### src/rtl/sram1_arb_pkg.sv
// sram1_arb_pkg: shared types and constants for the sram1 two-master arbiter.
//   sram_req_t : one master's request payload (byte address, byte write
//                enables, write data, byte read enables)
//   ID_M0/ID_M1: master identifiers held in the read owner register
package sram1_arb_pkg;

    typedef struct packed {
        logic [15:0] a;
        logic [3:0]  we;
        logic [31:0] wd;
        logic [3:0]  re;
    } sram_req_t;

    localparam logic ID_M0 = 1'b0;
    localparam logic ID_M1 = 1'b1;

endpackage

### src/rtl/sram1_arb.sv
// sram1_arb: shares the single-port data SRAM between master 0 (core
// load/store, fixed priority) and master 1 (boot loader / debug DMA).
// One request is granted per cycle. The winning request is registered
// onto the SRAM port, and read data is routed back to its owner one
// cycle later. A wait counter forces a master 1 grant after MAX_WAIT
// cycles of denial.
//
// Ports:
//   clk, rst                 clock, synchronous active-high reset
//   mX_req / mX_gnt          request valid / combinational grant
//   mX_a, mX_we, mX_wd, mX_re  byte address, byte write enables, write data,
//                            byte read enables
//   mX_rd, mX_rvld           read data (always sram_rd), read data valid
//   sram_a/_we/_wd/_re       registered SRAM word address and controls
//   sram_rd                  SRAM read data for the registered request
module sram1_arb
    import sram1_arb_pkg::*;
#(
    parameter int unsigned ADDR_W   = 8,
    parameter int unsigned MAX_WAIT = 4
) (
    input  logic              clk,
    input  logic              rst,

    input  logic              m0_req,
    output logic              m0_gnt,
    input  logic [15:0]       m0_a,
    input  logic [3:0]        m0_we,
    input  logic [31:0]       m0_wd,
    input  logic [3:0]        m0_re,
    output logic [31:0]       m0_rd,
    output logic              m0_rvld,

    input  logic              m1_req,
    output logic              m1_gnt,
    input  logic [15:0]       m1_a,
    input  logic [3:0]        m1_we,
    input  logic [31:0]       m1_wd,
    input  logic [3:0]        m1_re,
    output logic [31:0]       m1_rd,
    output logic              m1_rvld,

    output logic [ADDR_W-1:0] sram_a,
    output logic [3:0]        sram_we,
    output logic [31:0]       sram_wd,
    output logic [3:0]        sram_re,
    input  logic [31:0]       sram_rd
);

    localparam logic [3:0] WMAX = 4'(MAX_WAIT);

    sram_req_t  m0_r;
    sram_req_t  m1_r;
    sram_req_t  win;
    logic       win_id;
    logic       m1_win;
    logic       any_gnt;
    logic       win_wr;
    logic       win_rd;
    logic [3:0] wcnt;
    logic       own_v;
    logic       own_id;

    // Byte-offset and out-of-range address bits are not used by a word SRAM.
    logic       unused_addr_bits;

    assign m0_r = {m0_a, m0_we, m0_wd, m0_re};
    assign m1_r = {m1_a, m1_we, m1_wd, m1_re};

    always_comb begin
        m1_win  = m1_req && (!m0_req || wcnt == WMAX);
        m1_gnt  = m1_win;
        m0_gnt  = m0_req && !m1_win;
        any_gnt = m0_gnt || m1_gnt;
        win     = m1_win ? m1_r : m0_r;
        win_id  = m1_win ? ID_M1 : ID_M0;
        win_wr  = win.we != '0;
        // A write wins over a simultaneous read; such a request returns no data.
        win_rd  = any_gnt && !win_wr && (win.re != '0);
    end

    assign unused_addr_bits = ^{win.a[15:ADDR_W+2], win.a[1:0]};

    always_ff @(posedge clk) begin
        if (rst) begin
            sram_a  <= '0;
            sram_we <= '0;
            sram_wd <= '0;
            sram_re <= '0;
            wcnt    <= '0;
            own_v   <= 1'b0;
            own_id  <= ID_M0;
        end else begin
            if (any_gnt) begin
                sram_a  <= win.a[ADDR_W+1:2];
                sram_we <= win.we;
                sram_wd <= win.wd;
                sram_re <= win_wr ? '0 : win.re;
            end else begin
                // Address and write data hold; only the strobes drop.
                sram_we <= '0;
                sram_re <= '0;
            end

            if (m1_req && !m1_gnt) begin
                if (wcnt != WMAX) begin
                    wcnt <= wcnt + 4'd1;
                end
            end else begin
                wcnt <= '0;
            end

            own_v  <= win_rd;
            own_id <= win_id;
        end
    end

    assign m0_rd   = sram_rd;
    assign m1_rd   = sram_rd;
    assign m0_rvld = own_v && (own_id == ID_M0);
    assign m1_rvld = own_v && (own_id == ID_M1);

endmodule
### config.mk
export PLATFORM = sky130hd
export DESIGN_NAME = sram1_arb
export DESIGN_NICKNAME = d
export VERILOG_FILES = /design/src/rtl/sram1_arb_pkg.sv /design/src/rtl/sram1_arb.sv
export SDC_FILE = /design/constraint.sdc
export NUM_CORES = 1
export LEC_CHECK = 0
export ABC_AREA = 0
export BUFFER_PORTS_ARGS = -buffer_cell sky130_fd_sc_hd__buf_2
export CAP_MARGIN = 10
export CORE_AREA = 2 2 103 105
export CTS_CLUSTER_SIZE = 24
export DETAILED_ROUTE_END_ITERATION = 7
export DIE_AREA = 0 0 105 107
export PLACE_DENSITY = 0.69
export SLEW_MARGIN = 20
export SYNTH_ARGS = -nofsm -noshare
export SYNTH_HDL_FRONTEND = slang
export SYNTH_SLANG_ARGS = --single-unit
### constraint.sdc
create_clock -name clk -period 1.61 [get_ports clk]
set_clock_uncertainty 0.1 [all_clocks]
set_input_delay 0.322 -clock clk [delete_from_list [all_inputs] [get_ports clk]]
set_output_delay 0.322 -clock clk [all_outputs]
set_load 0.1 [all_outputs]
======== Yosys cells after proc, flatten, opt, wreduce, memory -nomap -nowiden ========
Index checks and enable logic that the tools add are counted.
cells by class
  $add $sub $neg .......................... 1
  equal/unequal tests ..................... 2
  muxes and demuxes ....................... 2
  bitwise logic cells ..................... 3
  reductions and logical operators ........ 17
operators by type and width
  kind                                                  count
  two-way mux 50 bit                                    1
  nonzero test 4 bit                                    2
  logical AND 1 bit                                     7
  adder 4 x 1 -> 4 bit (second input constant)          1
  equality test 4 x 3 -> 1 bit (second input constant)  1
  != test 4 x 3 -> 1 bit (second input constant)        1
  OR reduction 2 bit                                    2
  logical NOT 1 bit                                     3
  inverter 1 bit                                        3
  OR reduction 3 bit                                    1
  logical OR 1 bit                                      2
  two-way mux 1 bit                                     1
storage, ports and cells
  register bits ........................... 54
  bits of input ports ..................... 148
  logic and storage cells ................. 32

======== Depth between registers and ports, before layout ========
Gate-level depths: netlist of run 1.
  word-level depth ........................ 8
  mapped depth ............................ 9

======== Worst setup path after synthesis of run 1 ========
OpenSTA, ideal clock, no wires.
  path type ............................... reg-to-output
  start point ............................. reg wcnt[0]
  end point ............................... out m0_gnt
  arrival time ............................ 2.652 ns
  path slack .............................. -1.464 ns
  cell stages (with the launch flop) ...... 9
  path buffers ............................ 2
  path through ............................ dfxtp_1 > inv_1 > ha_1 > and3b_1 > buf_6 > o21ai_4 > inv_2 > buf_6 > nor2_1
on the way
  longest elaborated chain between the ends .. 5
ends and longest elaborated chain
  what                          line              text
  from (decl)                   sram1_arb.sv:60   logic [3:0] wcnt;
  from (signal assigned)        sram1_arb.sv:107  wcnt <= wcnt + 4'd1;
  equality test 4 x 3 -> 1 bit  sram1_arb.sv:71   m1_win = m1_req && (!m0_req || wcnt == WMAX);
  logical OR 1 bit              sram1_arb.sv:71
  logical AND 1 bit             sram1_arb.sv:71
  net m1_gnt                    sram1_arb.sv:35   output logic m1_gnt,
  logical NOT 1 bit             sram1_arb.sv:73   m0_gnt = m0_req && !m1_win;
  logical AND 1 bit             sram1_arb.sv:73
  to (decl)                     sram1_arb.sv:26   output logic m0_gnt,
The timed path passes the listed nets, and every way through them passes these cells.

======== Worst setup path in the final report of run 1 ========
  start point ............................. reg wcnt[0]
  end point ............................... out m0_gnt
on the way
  longest elaborated chain between the ends .. 5
ends and longest elaborated chain
  what                          line
  equality test 4 x 3 -> 1 bit  sram1_arb.sv:71
  logical OR 1 bit              sram1_arb.sv:71
  logical AND 1 bit             sram1_arb.sv:71
  logical NOT 1 bit             sram1_arb.sv:73
  logical AND 1 bit             sram1_arb.sv:73
No other way between the ends.

==> results.sh, run 1 <==
export IMPL_hold_depth=2
export IMPL_ys_seq_area_frac=0.320
export IMPL_crit_fanout=3
export IMPL_htree_levels=2
export IMPL_synth_area_um2=3380
export IMPL_drtPass1Iterations=4
export IMPL_die_area_um2=11200
export IMPL_syn_inst=451
export IMPL_ir_worst_vdd_uv=377
export IMPL_fmax_mhz=504
export IMPL_yosys_area_top_type="dfxtp_1"
export IMPL_worstPathRequired_ns=1.19
export IMPL_drtAntennaViolNets=0
export IMPL_yosys_warnings=0
export IMPL_period_share=1.23
export IMPL_relSlewSlack=0.518
export IMPL_drive_above_1_share=0.409
export IMPL_cts_clk_slew_worst_paths_ns=0.09
export IMPL_r2r_end="sram_wd[30]$_SDFFE_PP0P_"
export IMPL_maxCapViolCount=0
export IMPL_cts_hold_buf=0
export IMPL_numCtsBuffers=5
export IMPL_worst_pin_slew_ns=0.721
export IMPL_detailed_place_hpwl_mm=7.17
export IMPL_cts_root_buf="clkbuf_8"
export IMPL_cts_sinks=54
export IMPL_cp_start_kind="register"
export IMPL_hold_viol_final=0
export IMPL_end_kind="primary output"
export IMPL_final_common_cell="buf_2"
export IMPL_synthesis_nets=601
export IMPL_synth_top_area_frac=0.320
export IMPL_rsz0062_at_grt="true"
export IMPL_drc=0
export IMPL_initial_core_util=0.335
export IMPL_place_congestion=0.814
export IMPL_insertion_delay_ns=0.30
export IMPL_wl_per_cell_um=15.0
export IMPL_cts_tree="built"
export IMPL_setup_slack_ns=-0.374
export IMPL_path_class="register to primary output"
export IMPL_power_density_nw_per_um2=862
export IMPL_gr_usage_all_layers=0.167
export IMPL_dieWidth_um=105
export IMPL_switchingPower_mw=1.47
export IMPL_grt_pass1_wl_mm=15.4
export IMPL_regToRegSetupSlack_ns=-0.18
export IMPL_violations="setup timing"
export IMPL_layout_common_cells="buf_2, a21oi_1, dfxtp_1"
export IMPL_p_clk_frac=0.241
export IMPL_nets=685
export IMPL_grt_max_degree=59
export IMPL_hp_start="m0_req"
export IMPL_antenna_found_initial=0
export IMPL_synthTopCellsByArea="dfxtp_1, buf_4, a21oi_1"
export IMPL_insertedDiodeCount=0
export IMPL_grt_ovfl_total=0
export IMPL_drt_initial_drc_count=157
export IMPL_setup_viol=42
export IMPL_dpl_cell_area_um2=3930
export IMPL_holdPathEnd="own_id$_SDFF_PP0_"
export IMPL_combPwrFrac=0.357
export IMPL_drv_slew=0
export IMPL_reg2reg_depth=8
export IMPL_ys_types=26
export IMPL_viasPerCell=5.03
export IMPL_r2r_start="wcnt[0]$_SDFFE_PP0N_"
export IMPL_worstPathArrival_ns=1.56
export IMPL_coreArea_um2=10100
export IMPL_p_leak_nw=1.82
export IMPL_fp_dieH_um=107
export IMPL_p_int_mw=2.18
export IMPL_period_minus_slack_ns=1.98
export IMPL_port_buffers=151
export IMPL_synth_seq_cells=54
export IMPL_area_growth_pct=25.3
export IMPL_grt_pass1_vias=3250
export IMPL_p_sw_frac=0.402
export IMPL_seq_power_share=0.402
export IMPL_avgSynthCellArea_um2=7.49
export IMPL_place_ws_ns=-0.104
export IMPL_hold_path_class="primary input to register"
export IMPL_rows=37
export IMPL_max_clock_path_buffers=2
export IMPL_final_area_um2=4230
export IMPL_status="complete, but fails checks"
export IMPL_vias=3383
export IMPL_num_io_pins=264
export IMPL_wirelength_mm=10.1
[area by class of cell]
class / count / area, µm²
Multi-Input combinational cell: 291 / 1720
Clock buffer: 8 / 110
Tap cell: 136 / 170
Sequential cell: 54 / 1080
Fill cell: 1050 / 5860
Timing Repair Buffer: 178 / 1130
Inverter: 5 / 21.3
[cell usage after synthesis]
library cell	n
o21bai_1	1
nor3_1	41
xor2_1	1
inv_2	2
nand2b_1	41
nor2b_1	1
o31ai_1	40
inv_1	3
nand3b_1	1
o21ai_4	1
nand2_1	48
buf_4	64
or4_1	2
ha_1	2
nor4_1	2
a21oi_1	90
xnor2_1	1
and3b_1	1
nand3_1	11
or3_1	1
dfxtp_1	54
clkbuf_1	17
buf_6	6
and2_1	1
nor2_1	5
buf_2	14
[flip-flops by register name, indices dropped and copies added (netlist names)]
name     cells
sram_wd     32
sram_a       8
sram_re      4
sram_we      4
wcnt         4
own_id       1
own_v        1
[power by group through the flow]
stage	Sequential, mW	Combinational (mW)	Clock [mW]
after floorplan	2.14	1.06	0
after global placement	1.50	1.26	0
after detailed placement	1.50	1.27	0
after CTS	1.47	1.29	0.913
after global routing	1.48	1.36	0.971
final	1.47	1.30	0.881
[logic make-up (layout without fill, tap and decap cells)]
group | count (synthesis) | in the layout | share of synthesized area
AND/OR/NAND/NOR | 155 | 155 | 0.230
AO/OA/AOI/OAI | 132 | 132 | 0.229
buffers and inverters | 106 | 191 | 0.207
flip-flops | 54 | 54 | 0.320
adder cells (fa/ha/maj) | 2 | 2 | 0.00741
XOR/XNOR | 2 | 2 | 0.00519
[critical path: stages, from the launching register on]
cell and delay (ns):
dfxtp_2 0.35, inv_2 0.04, ha_4 0.15, and3b_2 0.21, o21ai_4 0.15, inv_4 0.07
nor2_4 0.11, buf_12 0.18
[per-stage QoR]
step	setup TNS (ns)	hold slack, ns	std cells	util	power [mW]
floorplan	-1.23	0.311	451	-	3.20
global placement	-0.706	0.330	659	0.389	2.75
detailed placement	-2.02	0.335	659	0.389	2.77
CTS	-4.15	0.140	673	0.412	3.67
global route	-8.47	0.156	672	0.419	3.82
finish	-4.09	0.155	672	0.419	3.65
[metal layers]
metal  track usage  wire length, µm  vias to the layer above
met3        0.0340              646                       14
li1              -                -                     1659
met1         0.178             3970                     1581
met4        0.0495              170                        0
met2         0.326             5310                      129
met5             0                0                        -
[worst max-delay path by stage]
stage / slack [ns] / start / cells after the start / end
final: -0.37 / wcnt[0]$_SDFFE_PP0N_ / 7 / m0_gnt
after global routing: -0.44 / wcnt[0]$_SDFFE_PP0N_ / 7 / m0_gnt
after CTS: -0.39 / wcnt[0]$_SDFFE_PP0N_ / 7 / m0_gnt
after detailed placement: -0.10 / wcnt[1]$_SDFFE_PP0N_ / 8 / sram_wd[7]$_SDFFE_PP0P_
after global placement: -0.08 / wcnt[1]$_SDFFE_PP0N_ / 7 / m0_gnt
after floorplan: -0.62 / wcnt[0]$_SDFFE_PP0N_ / 8 / m0_gnt
[what timing repair did]
| action | 4_1_cts | 5_1_grt |
|---|---|---|
| buffers inserted | 4 | 2 |
| setup endpoints to repair | 44 | 55 |
| resized for setup | 8 | 18 |
| pin swaps | 7 | 7 |
| cloned | 2 | 0 |
Note: power is estimated with default switching activity, not from simulation.
==> run 2, diff against run 1 <==
CORE_AREA = not set   (was 2 2 103 105)
CORE_ASPECT_RATIO = 1.75   (was not set)
CORE_MARGIN = 5   (was not set)
CORE_UTILIZATION = 36   (was not set)
DIE_AREA = not set   (was 0 0 105 107)
PLACE_DENSITY = 0.74   (was 0.69)
==> results.sh, run 2 (synthesis gave the netlist of run 1 again) <==
export IMPL_fmax_mhz=509
export IMPL_nets=702
export IMPL_setup_viol=46
export IMPL_insertion_delay_ns=0.29
export IMPL_worst_pin_slew_ns=0.513
export IMPL_grt_pass1_vias=3600
export IMPL_layout_common_cells="buf_2, dfxtp_1, nand2_1"
export IMPL_drv_slew=0
export IMPL_wl_per_cell_um=18.7
export IMPL_wirelength_mm=12.6
export IMPL_setup_slack_ns=-0.353
export IMPL_cts_hold_buf=0
export IMPL_critPathBufInv=3
export IMPL_drtAntennaViolNets=0
export IMPL_cts_tree="built"
export IMPL_antenna_found_initial=0
export IMPL_insertedDiodeCount=0
export IMPL_dieWidth_um=83.2
export IMPL_reg_largest_list="sram_wd x32, sram_a x8"
export IMPL_place_congestion=0.901
export IMPL_numCtsBuffers=5
export IMPL_relSlewSlack=0.660
export IMPL_htree_levels=2
export IMPL_cts_sinks=54
export IMPL_drive_above_1_share=0.553
export IMPL_final_common_cell="buf_2"
export IMPL_cts_root_buf="clkbuf_16"
export IMPL_cp_start_kind="register"
export IMPL_grt_pass1_wl_mm=17.2
export IMPL_path_class="register to primary output"
export IMPL_status="complete, but fails checks"
export IMPL_p_leak_nw=2.03
export IMPL_max_clock_path_buffers=2
export IMPL_power_density_nw_per_um2=834
export IMPL_violations="setup timing"
export IMPL_period_minus_slack_ns=1.96
export IMPL_period_share=1.22
export IMPL_worstPathArrival_ns=1.54
export IMPL_hold_viol_final=0
export IMPL_end_kind="primary output"
export IMPL_top_register="sram_wd"
export IMPL_rsz0062_at_grt="true"
export IMPL_port_buffers=151
export IMPL_crit_fanout=3
export IMPL_detailed_place_hpwl_mm=8.13
export IMPL_critical_path_top_delay_family="flip-flops"
export IMPL_die_area_um2=11500
export IMPL_viasPerCell=5.46
export IMPL_cp_cell_sequence="inv_2, ha_4, and3b_2, o21ai_4, inv_4, nor2_4, buf_12"
export IMPL_cts_clk_slew_worst_paths_ns=0.07
export IMPL_gr_usage_all_layers=0.180
export IMPL_coreArea_um2=9150
export IMPL_maxCapViolCount=0
export IMPL_drt_initial_drc_count=172
export IMPL_area_growth_pct=47.7
export IMPL_cp_slowest_stage_delay_ns=0.34
export IMPL_grt_max_degree=40
export IMPL_fp_dieH_um=138
export IMPL_num_io_pins=264
export IMPL_fin_util=0.545
export IMPL_ir_worst_vdd_uv=584
export IMPL_initial_core_util=0.369
export IMPL_cp_slowest_cell="dfxtp_2"
export IMPL_grt_ovfl_total=0
export IMPL_vias=3673
export IMPL_fin_hold_ws_ns=0.177
export IMPL_rows=46
export IMPL_drc=0
export IMPL_worstPathRequired_ns=1.19
export IMPL_drtPass1Iterations=4
export IMPL_largest_reg_flops=32
export IMPL_hold_path_class="primary input to register"
==> run 2: changes by cell type in the layout (fill, tap and decap cells not counted), sizes merged <==
cell | previous run | this run
buf | 176 | 188
clkbuf | 8 | 13
bufbuf | 2 | 0
bufinv | 0 | 1
clkinvlp | 0 | 1
==> run 2: final cells by class <==
cell class | instances | area (µm²)
fill | 814 | 4160
clock buffer | 6 | 129
inverter | 5 | 21.3
sequential | 54 | 1080
tap | 120 | 150
multi-input combinational | 291 | 2180
clock inverter | 2 | 37.5
timing repair buffer | 195 | 1390
==> run 2: timing repair <==
action | 4_1_cts | 5_1_grt
resized for setup | 14 | 126
setup buffers | 4 | 4
gates cloned | 1 | 8
setup endpoints to repair | 46 | 56
pin swaps | 30 | 37
==> run 2: layer usage <==
metal	wire [µm]	GRT usage
met4	840	0.127
met5	0	0
met3	881	0.0297
met2	6600	0.334
met1	4280	0.177
==> run 2: final timing paths <==
| path | from | endpoint | slack [ns] | cells past startpoint |
|---|---|---|---|---|
| worst min-delay path | m1_we[3] | sram_we[3]$_SDFF_PP0_ | 0.18 | 3 |
| worst max-delay path | wcnt[1]$_SDFFE_PP0N_ | m0_gnt | -0.35 | 7 |
| worst max register to register | wcnt[1]$_SDFFE_PP0N_ | sram_wd[13]$_SDFFE_PP0P_ | -0.31 | 10 |
| worst min register to register | sram_wd[31]$_SDFFE_PP0P_ | sram_wd[31]$_SDFFE_PP0P_ | 0.35 | 2 |
==> run 2: through the flow <==
step | setup WS [ns] | cell area [µm²] | power [mW] | setup TNS (ns) | instances
6_report | -0.353 | 4990 | 4.16 | -9.22 | 673
5_1_grt | -0.427 | 4990 | 4.33 | -12.96 | 673
4_1_cts | -0.356 | 4210 | 4.07 | -5.47 | 663
3_5_place_dp | -0.172 | 3940 | 2.80 | -4.41 | 650
3_3_place_gp | -0.0942 | 3940 | 2.77 | -2.04 | 650
2_1_floorplan | -0.622 | 3410 | 3.20 | -1.23 | 451
==> run 2: power by group <==
part	leakage (nW)	switching (mW)	total [mW]	internal [mW]
combinational	1.51	1.07	1.44	0.373
clock	0.0771	0.516	1.25	0.736
sequential	0.449	0.0415	1.47	1.43
==> run 2: worst register-to-register path: cells and delay by family, from the launching register on <==
kind | cells | cell delay [ns]
compound gates | 3 | 0.41
flops | 1 | 0.34
simple gates | 1 | 0.22
fa+ha+maj | 1 | 0.14
buf+inv | 5 | 0.63
